**config.mk**
```make
export PLATFORM = sky130hd
export DESIGN_NAME = edge_pulse_gen
export DESIGN_NICKNAME = d
export VERILOG_FILES = /design/src/rtl/edge_gen_pkg.sv /design/src/rtl/edge_gen_timer.sv /design/src/rtl/edge_pulse_gen.sv
export SDC_FILE = /design/constraint.sdc
export NUM_CORES = 1
export LEC_CHECK = 0
export CAP_MARGIN = 25
export CORE_ASPECT_RATIO = 0.5
export CORE_MARGIN = 3
export CORE_UTILIZATION = 60
export CTS_CLUSTER_SIZE = 28
export DETAILED_ROUTE_END_ITERATION = 8
export DONT_BUFFER_PORTS = 1
export PLACE_DENSITY = 0.87
export REMOVE_ABC_BUFFERS = 1
export SYNTH_ARGS = -nofsm -noshare
export SYNTH_HDL_FRONTEND = slang
export SYNTH_SLANG_ARGS = --single-unit
```
**constraint.sdc**
```tcl
create_clock -name clk -period 2.4 [get_ports clk]
set_input_delay 0.48 -clock clk [delete_from_list [all_inputs] [get_ports clk]]
set_output_delay 0.48 -clock clk [all_outputs]
set_load 0.01 [all_outputs]
```
**src/rtl/edge_gen_pkg.sv**
```systemverilog
// edge_gen_pkg: shared types and helpers for the edge pulse generator.
//   state_e    - run FSM states
//   CNT_W_DEF  - default phase-length field width
//   NUM_W_DEF  - default pulse-count field width
//   min_one()  - maps a zero-length phase to one cycle
package edge_gen_pkg;

  localparam int unsigned CNT_W_DEF = 8;
  localparam int unsigned NUM_W_DEF = 8;

  typedef enum logic [1:0] {
    IDLE,
    HIGH,
    LOW,
    DONE
  } state_e;

  function automatic int unsigned min_one(input int unsigned len);
    return (len == 32'd0) ? 32'd1 : len;
  endfunction

endpackage

```
**src/rtl/edge_gen_timer.sv**
```systemverilog
// edge_gen_timer: loadable down-counter timing one phase of the pulse train.
//   clk_i    - clock
//   rst_i    - synchronous active-high reset
//   load_i   - load value_i into the counter at this edge
//   value_i  - phase length in cycles (>= 1)
//   expire_o - high during the last cycle of the loaded phase
module edge_gen_timer
  import edge_gen_pkg::*;
#(
  parameter int unsigned CNT_W = CNT_W_DEF
) (
  input  logic             clk_i,
  input  logic             rst_i,
  input  logic             load_i,
  input  logic [CNT_W-1:0] value_i,
  output logic             expire_o
);

  logic [CNT_W-1:0] cnt_q, cnt_d;

  // Counts down to zero and parks there, so it never wraps while idle.
  always_comb begin
    cnt_d = cnt_q;
    if (load_i) begin
      cnt_d = value_i;
    end else if (cnt_q != '0) begin
      cnt_d = cnt_q - CNT_W'(1);
    end
  end

  always_ff @(posedge clk_i) begin
    if (rst_i) begin
      cnt_q <= '0;
    end else begin
      cnt_q <= cnt_d;
    end
  end

  // A phase loaded with v lasts v cycles: the state change happens at the
  // edge where the counter holds 1.
  assign expire_o = (cnt_q == CNT_W'(1));

endmodule

```
**src/rtl/edge_pulse_gen.sv**
```systemverilog
// edge_pulse_gen: programmable pulse-train generator with rise/fall strobes.
//   clk, rst                     - clock, synchronous active-high reset
//   start, abort                 - run request (IDLE only) / cancel
//   high_cyc, low_cyc, num_pulses - run configuration, captured on accept
//   pulse_out                    - generated waveform
//   rise_stb, fall_stb           - one-cycle strobes after each transition
//   busy, done                   - run in progress / one-cycle completion
//   pulse_cnt                    - rising edges of the current or last run
module edge_pulse_gen
  import edge_gen_pkg::*;
#(
  parameter int unsigned CNT_W = CNT_W_DEF,
  parameter int unsigned NUM_W = NUM_W_DEF
) (
  input  logic             clk,
  input  logic             rst,
  input  logic             start,
  input  logic [CNT_W-1:0] high_cyc,
  input  logic [CNT_W-1:0] low_cyc,
  input  logic [NUM_W-1:0] num_pulses,
  input  logic             abort,
  output logic             pulse_out,
  output logic             rise_stb,
  output logic             fall_stb,
  output logic             busy,
  output logic             done,
  output logic [NUM_W-1:0] pulse_cnt
);

  state_e           state_q, state_d;
  logic [CNT_W-1:0] h_q, h_d, l_q, l_d;
  logic [NUM_W-1:0] n_q, n_d, cnt_q, cnt_d;
  logic             pulse_q, pulse_d;
  logic             rise_q, rise_d;
  logic             fall_q, fall_d;
  logic             busy_q, busy_d;
  logic             done_q, done_d;

  logic             tmr_load;
  logic [CNT_W-1:0] tmr_value;
  logic             tmr_expire;
  logic [CNT_W-1:0] h_in, l_in;

  assign h_in = CNT_W'(min_one(32'(high_cyc)));
  assign l_in = CNT_W'(min_one(32'(low_cyc)));

  edge_gen_timer #(
    .CNT_W(CNT_W)
  ) u_timer (
    .clk_i   (clk),
    .rst_i   (rst),
    .load_i  (tmr_load),
    .value_i (tmr_value),
    .expire_o(tmr_expire)
  );

  always_comb begin
    state_d   = state_q;
    h_d       = h_q;
    l_d       = l_q;
    n_d       = n_q;
    cnt_d     = cnt_q;
    pulse_d   = pulse_q;
    rise_d    = 1'b0;
    fall_d    = 1'b0;
    busy_d    = busy_q;
    done_d    = 1'b0;
    tmr_load  = 1'b0;
    tmr_value = h_q;

    case (state_q)
      IDLE: begin
        if (start && !abort) begin
          h_d   = h_in;
          l_d   = l_in;
          n_d   = num_pulses;
          cnt_d = '0;
          if (num_pulses == '0) begin
            state_d = DONE;
            done_d  = 1'b1;
          end else begin
            state_d   = HIGH;
            pulse_d   = 1'b1;
            rise_d    = 1'b1;
            busy_d    = 1'b1;
            cnt_d     = NUM_W'(1);
            tmr_load  = 1'b1;
            tmr_value = h_in;
          end
        end
      end
      HIGH: begin
        if (abort) begin
          state_d = IDLE;
          pulse_d = 1'b0;
          fall_d  = 1'b1;
          busy_d  = 1'b0;
        end else if (tmr_expire) begin
          state_d   = LOW;
          pulse_d   = 1'b0;
          fall_d    = 1'b1;
          tmr_load  = 1'b1;
          tmr_value = l_q;
        end
      end
      LOW: begin
        if (abort) begin
          state_d = IDLE;
          busy_d  = 1'b0;
        end else if (tmr_expire) begin
          if (cnt_q < n_q) begin
            state_d   = HIGH;
            pulse_d   = 1'b1;
            rise_d    = 1'b1;
            cnt_d     = cnt_q + NUM_W'(1);
            tmr_load  = 1'b1;
            tmr_value = h_q;
          end else begin
            state_d = DONE;
            done_d  = 1'b1;
            busy_d  = 1'b0;
          end
        end
      end
      DONE: begin
        state_d = IDLE;
      end
      default: begin
        state_d = IDLE;
      end
    endcase
  end

  always_ff @(posedge clk) begin
    if (rst) begin
      state_q <= IDLE;
      h_q     <= '0;
      l_q     <= '0;
      n_q     <= '0;
      cnt_q   <= '0;
      pulse_q <= 1'b0;
      rise_q  <= 1'b0;
      fall_q  <= 1'b0;
      busy_q  <= 1'b0;
      done_q  <= 1'b0;
    end else begin
      state_q <= state_d;
      h_q     <= h_d;
      l_q     <= l_d;
      n_q     <= n_d;
      cnt_q   <= cnt_d;
      pulse_q <= pulse_d;
      rise_q  <= rise_d;
      fall_q  <= fall_d;
      busy_q  <= busy_d;
      done_q  <= done_d;
    end
  end

  assign pulse_out = pulse_q;
  assign rise_stb  = rise_q;
  assign fall_stb  = fall_q;
  assign busy      = busy_q;
  assign done      = done_q;
  assign pulse_cnt = cnt_q;

endmodule
```
==> flow_summary.toml, run 1 <==
[layout]
post-route-cell-area_mm2 = 0.002973
n_antenna_cell = 0
syn2layout_area_growth_pct = 10.10
drive_above_1_share_pct = 13.87
final_cells = 400
utilization_pct = 72.44
num-nets-final = 388

[grt]
grt_pass1_wl_um = 11530
grt_start_max_net_pins = 46
use_met3_pct = 7.895
gr-total-overflow = 0
antenna_found_initial = 0
use_met1_pct = 33.68
grtUsageMet2_pct = 47.17
grt-busiest-layer = "met2"
grt_pass1_vias = 2438
grtUsageTotal_pct = 27.64

[logic_synthesis]
synth_top_area_share_pct = 34.85
avgSynthCellArea_um2 = 7.941
async_flop_share_pct = 0
postSynthCellCount = 340
seq_area_frac_synth_pct = 34.85
yosysTopAreaCell = "dfxtp_1"
ys.warnings.count = 0
synth_edf_count = 0
ys.flop_type = "dfxtp_1"
synth_cell_types = 40
synth-seq-cells = 47
syn-cell-area_mm2 = 0.002700
yosys-top-cells-area = "dfxtp_1 (35%), a21oi_1 (7.6%), nand2_1 (7.5%)"

[placement]
place_ws_ps = -70.28
place.gp.congestion = 0.8990
io_buffers = 0
placed_cells_incl_taps = 392
dpl-instance-area_mm2 = 0.002810
dpl.hpwl_um = 4938

[setup_path]
cp-end-kind = "flop"
critPathArrivalTime_ps = 2600
path_cells = "inv_1, ha_1, or4_4, a21oi_2, or3_4, buf_4, a21oi_4, or4_1, a21oi_2"
reg2reg_to = "pulse_cnt[7]"
crit_buf_inv = 2
criticalPathCategory = "flop to flop"
cp.depth = 9
crit_top_cell = "a21oi_2"
r2r_cells = 9
setup.worst_path.start = "n_q[2]"
crit_end = "pulse_cnt[7]"
regToRegSetupSlack_ps = 50
cpMaxStageDelayCell = "or4_1"
rr_startpoint = "n_q[2]"
worst_ep_required_time_ps = 2650
crit_path_start_kind = "flop"
cpPeakStageDelay_ps = 540
crit_family = "simple AND/OR/NAND/NOR gates"
path_max_fanout = 8

[min_path]
worst_hold_startpoint = "rst"
hold_class = "primary input to flop"
hold_path_depth = 1

[route]
vias = 2578
drc = 0
drt_iter0_drc = 138
drtPass1Iterations = 5
vias_per_cell = 6.445
detail-route-antenna-nets = 0
wl_um = 7000
wl_per_cell_um = 17.50

[floorplanning]
start_util_pct = 65.79
io_pins = 41
die_area_mm2 = 0.005390
coreArea_mm2 = 0.004104
die-width_um = 100.9
die_h_um = 53.44
row_count = 16

[clock_tree]
holdBufCountCts = 0
clock_latency_ps = 310
clock_sinks = 47
cts_tree = "built"
clock_tree.buffer_depth = 2
cts_inserted_buffers = 5
cts_root_buf = "clkbuf_8"
clkTransAtPathRegs_ps = 90
htree_levels = 2

[timing]
final.setup.worst_slack_ps = 50.77
hold_ws_ps = 229.3
slew_headroom_pct = 59.01
worstMarginPinSlew_ps = 614.9
fin_crit_ps = 2349
clock_skew_ps = 6.235
finalMaxSlewViolations = 0
setup_viol = 0
fin_tns_setup_ps = 0
hold_viol = 0
timing.fmax_mhz = 425.7
period_share_pct = 97.88

[power_and_ir_drop]
ir_worst_vdd_v = 0.0004883
total_power_mw = 2.864
p_leak_nw = 1.129
p_per_area_mw_per_mm2 = 963.4

[run_status]
status = "complete, no violations"

[flow_run]
drv_cap = 0
[Yosys cell counts, types with 7 or more instances]
cell and n:
a221oi_1 7, ha_1 15, mux2_2 9, nor3_1 12, nor2_1 20, nand3_1 8, inv_1 14, a21oi_1 41
o21ai_0 9, and3_1 12, dfxtp_1 47, nand2_1 54, or4_1 7, clkbuf_1 15, nor4_1 10
[layout make-up]
cell class	instances	area, um^2
well taps	54	67.56
clock inverters	3	46.29
repair buffers	17	131.4
multi-input cells	260	1665
inverters	14	52.55
flip-flops and latches	47	940.9
fillers	319	1131
clock buffers	5	68.82
[state kept, by name (all words and copies together), names as in the netlist]
name           cells
h_q                8
fall_stb           1
pulse_cnt          8
pulse_out          1
u_timer.cnt_q      8
n_q                8
busy               1
state_q            2
rise_stb           1
done               1
l_q                8
[logic make-up (layout without fill, tap and decap cells)]
kind of cell / after synthesis / count (layout) / share of synthesized area (%)
adder cells (fa/ha/maj): 15 / 15 / 6.951
buffers and inverters: 33 / 39 / 5.097
AO/OA/AOI/OAI: 85 / 85 / 19.51
flip-flops: 47 / 47 / 34.85
XOR/XNOR: 6 / 6 / 1.946
multiplexers: 12 / 12 / 4.866
AND/OR/NAND/NOR: 142 / 142 / 26.78
[report_power, final]
| part | switching [mW] | total [mW] | internal (mW) |
|---|---|---|---|
| Clock | 0.289 | 0.603 | 0.314 |
| Sequential | 0.153 | 1.07 | 0.920 |
| Combinational | 0.670 | 1.19 | 0.517 |
[metal layers]
layer	vias to the layer above	routed length [um]
met4	0	171
li1	1230	-
met2	117	3256
met5	-	0
met3	23	655
met1	1208	2917
[cells in the final DEF (no fill, tap or decap), types with 4 or more instances in the layout]
cell type	n
and3_1	12
nor2_1	20
nor3_1	12
a221oi_1	7
ha_1	15
a21oi_2	6
nand2_1	54
buf_4	16
nor4_1	10
o21bai_1	4
a211oi_1	4
dfxtp_1	47
o31ai_1	5
o41ai_1	4
or4_1	6
o21ai_0	9
nor2b_1	4
xnor2_1	4
clkbuf_8	5
mux2_2	9
inv_1	14
or3_1	4
a21oi_1	35
nand3_1	8
[how the worst min path moves through the flow]
stage               endpoint  slack (ps)
global placement      l_q[2]         440
finish                h_q[6]         230
detailed placement    n_q[2]         440
floorplan             l_q[1]         430
global route          h_q[7]         220
CTS                   h_q[2]         220
[timing repair]
item / in CTS / in global routing
resized for setup: 3 / 8
setup endpoints to repair: 4 / 7
setup buffers: 0 / 0
pin swaps: 0 / 2
endpoints found under the hold margin: 0 / 0
Note: power is estimated with default switching activity, not from simulation.
==> run 2, diff against run 1 <==
--- a/config.mk
+++ b/config.mk
@@ -14,6 +14,7 @@
 export DONT_BUFFER_PORTS = 1
 export PLACE_DENSITY = 0.87
 export REMOVE_ABC_BUFFERS = 1
+export SLEW_MARGIN = 20
 export SYNTH_ARGS = -nofsm -noshare
 export SYNTH_HDL_FRONTEND = slang
 export SYNTH_SLANG_ARGS = --single-unit
==> results of run 2 <==
The final DEF is identical to that of run 1; final timing and power are the same.
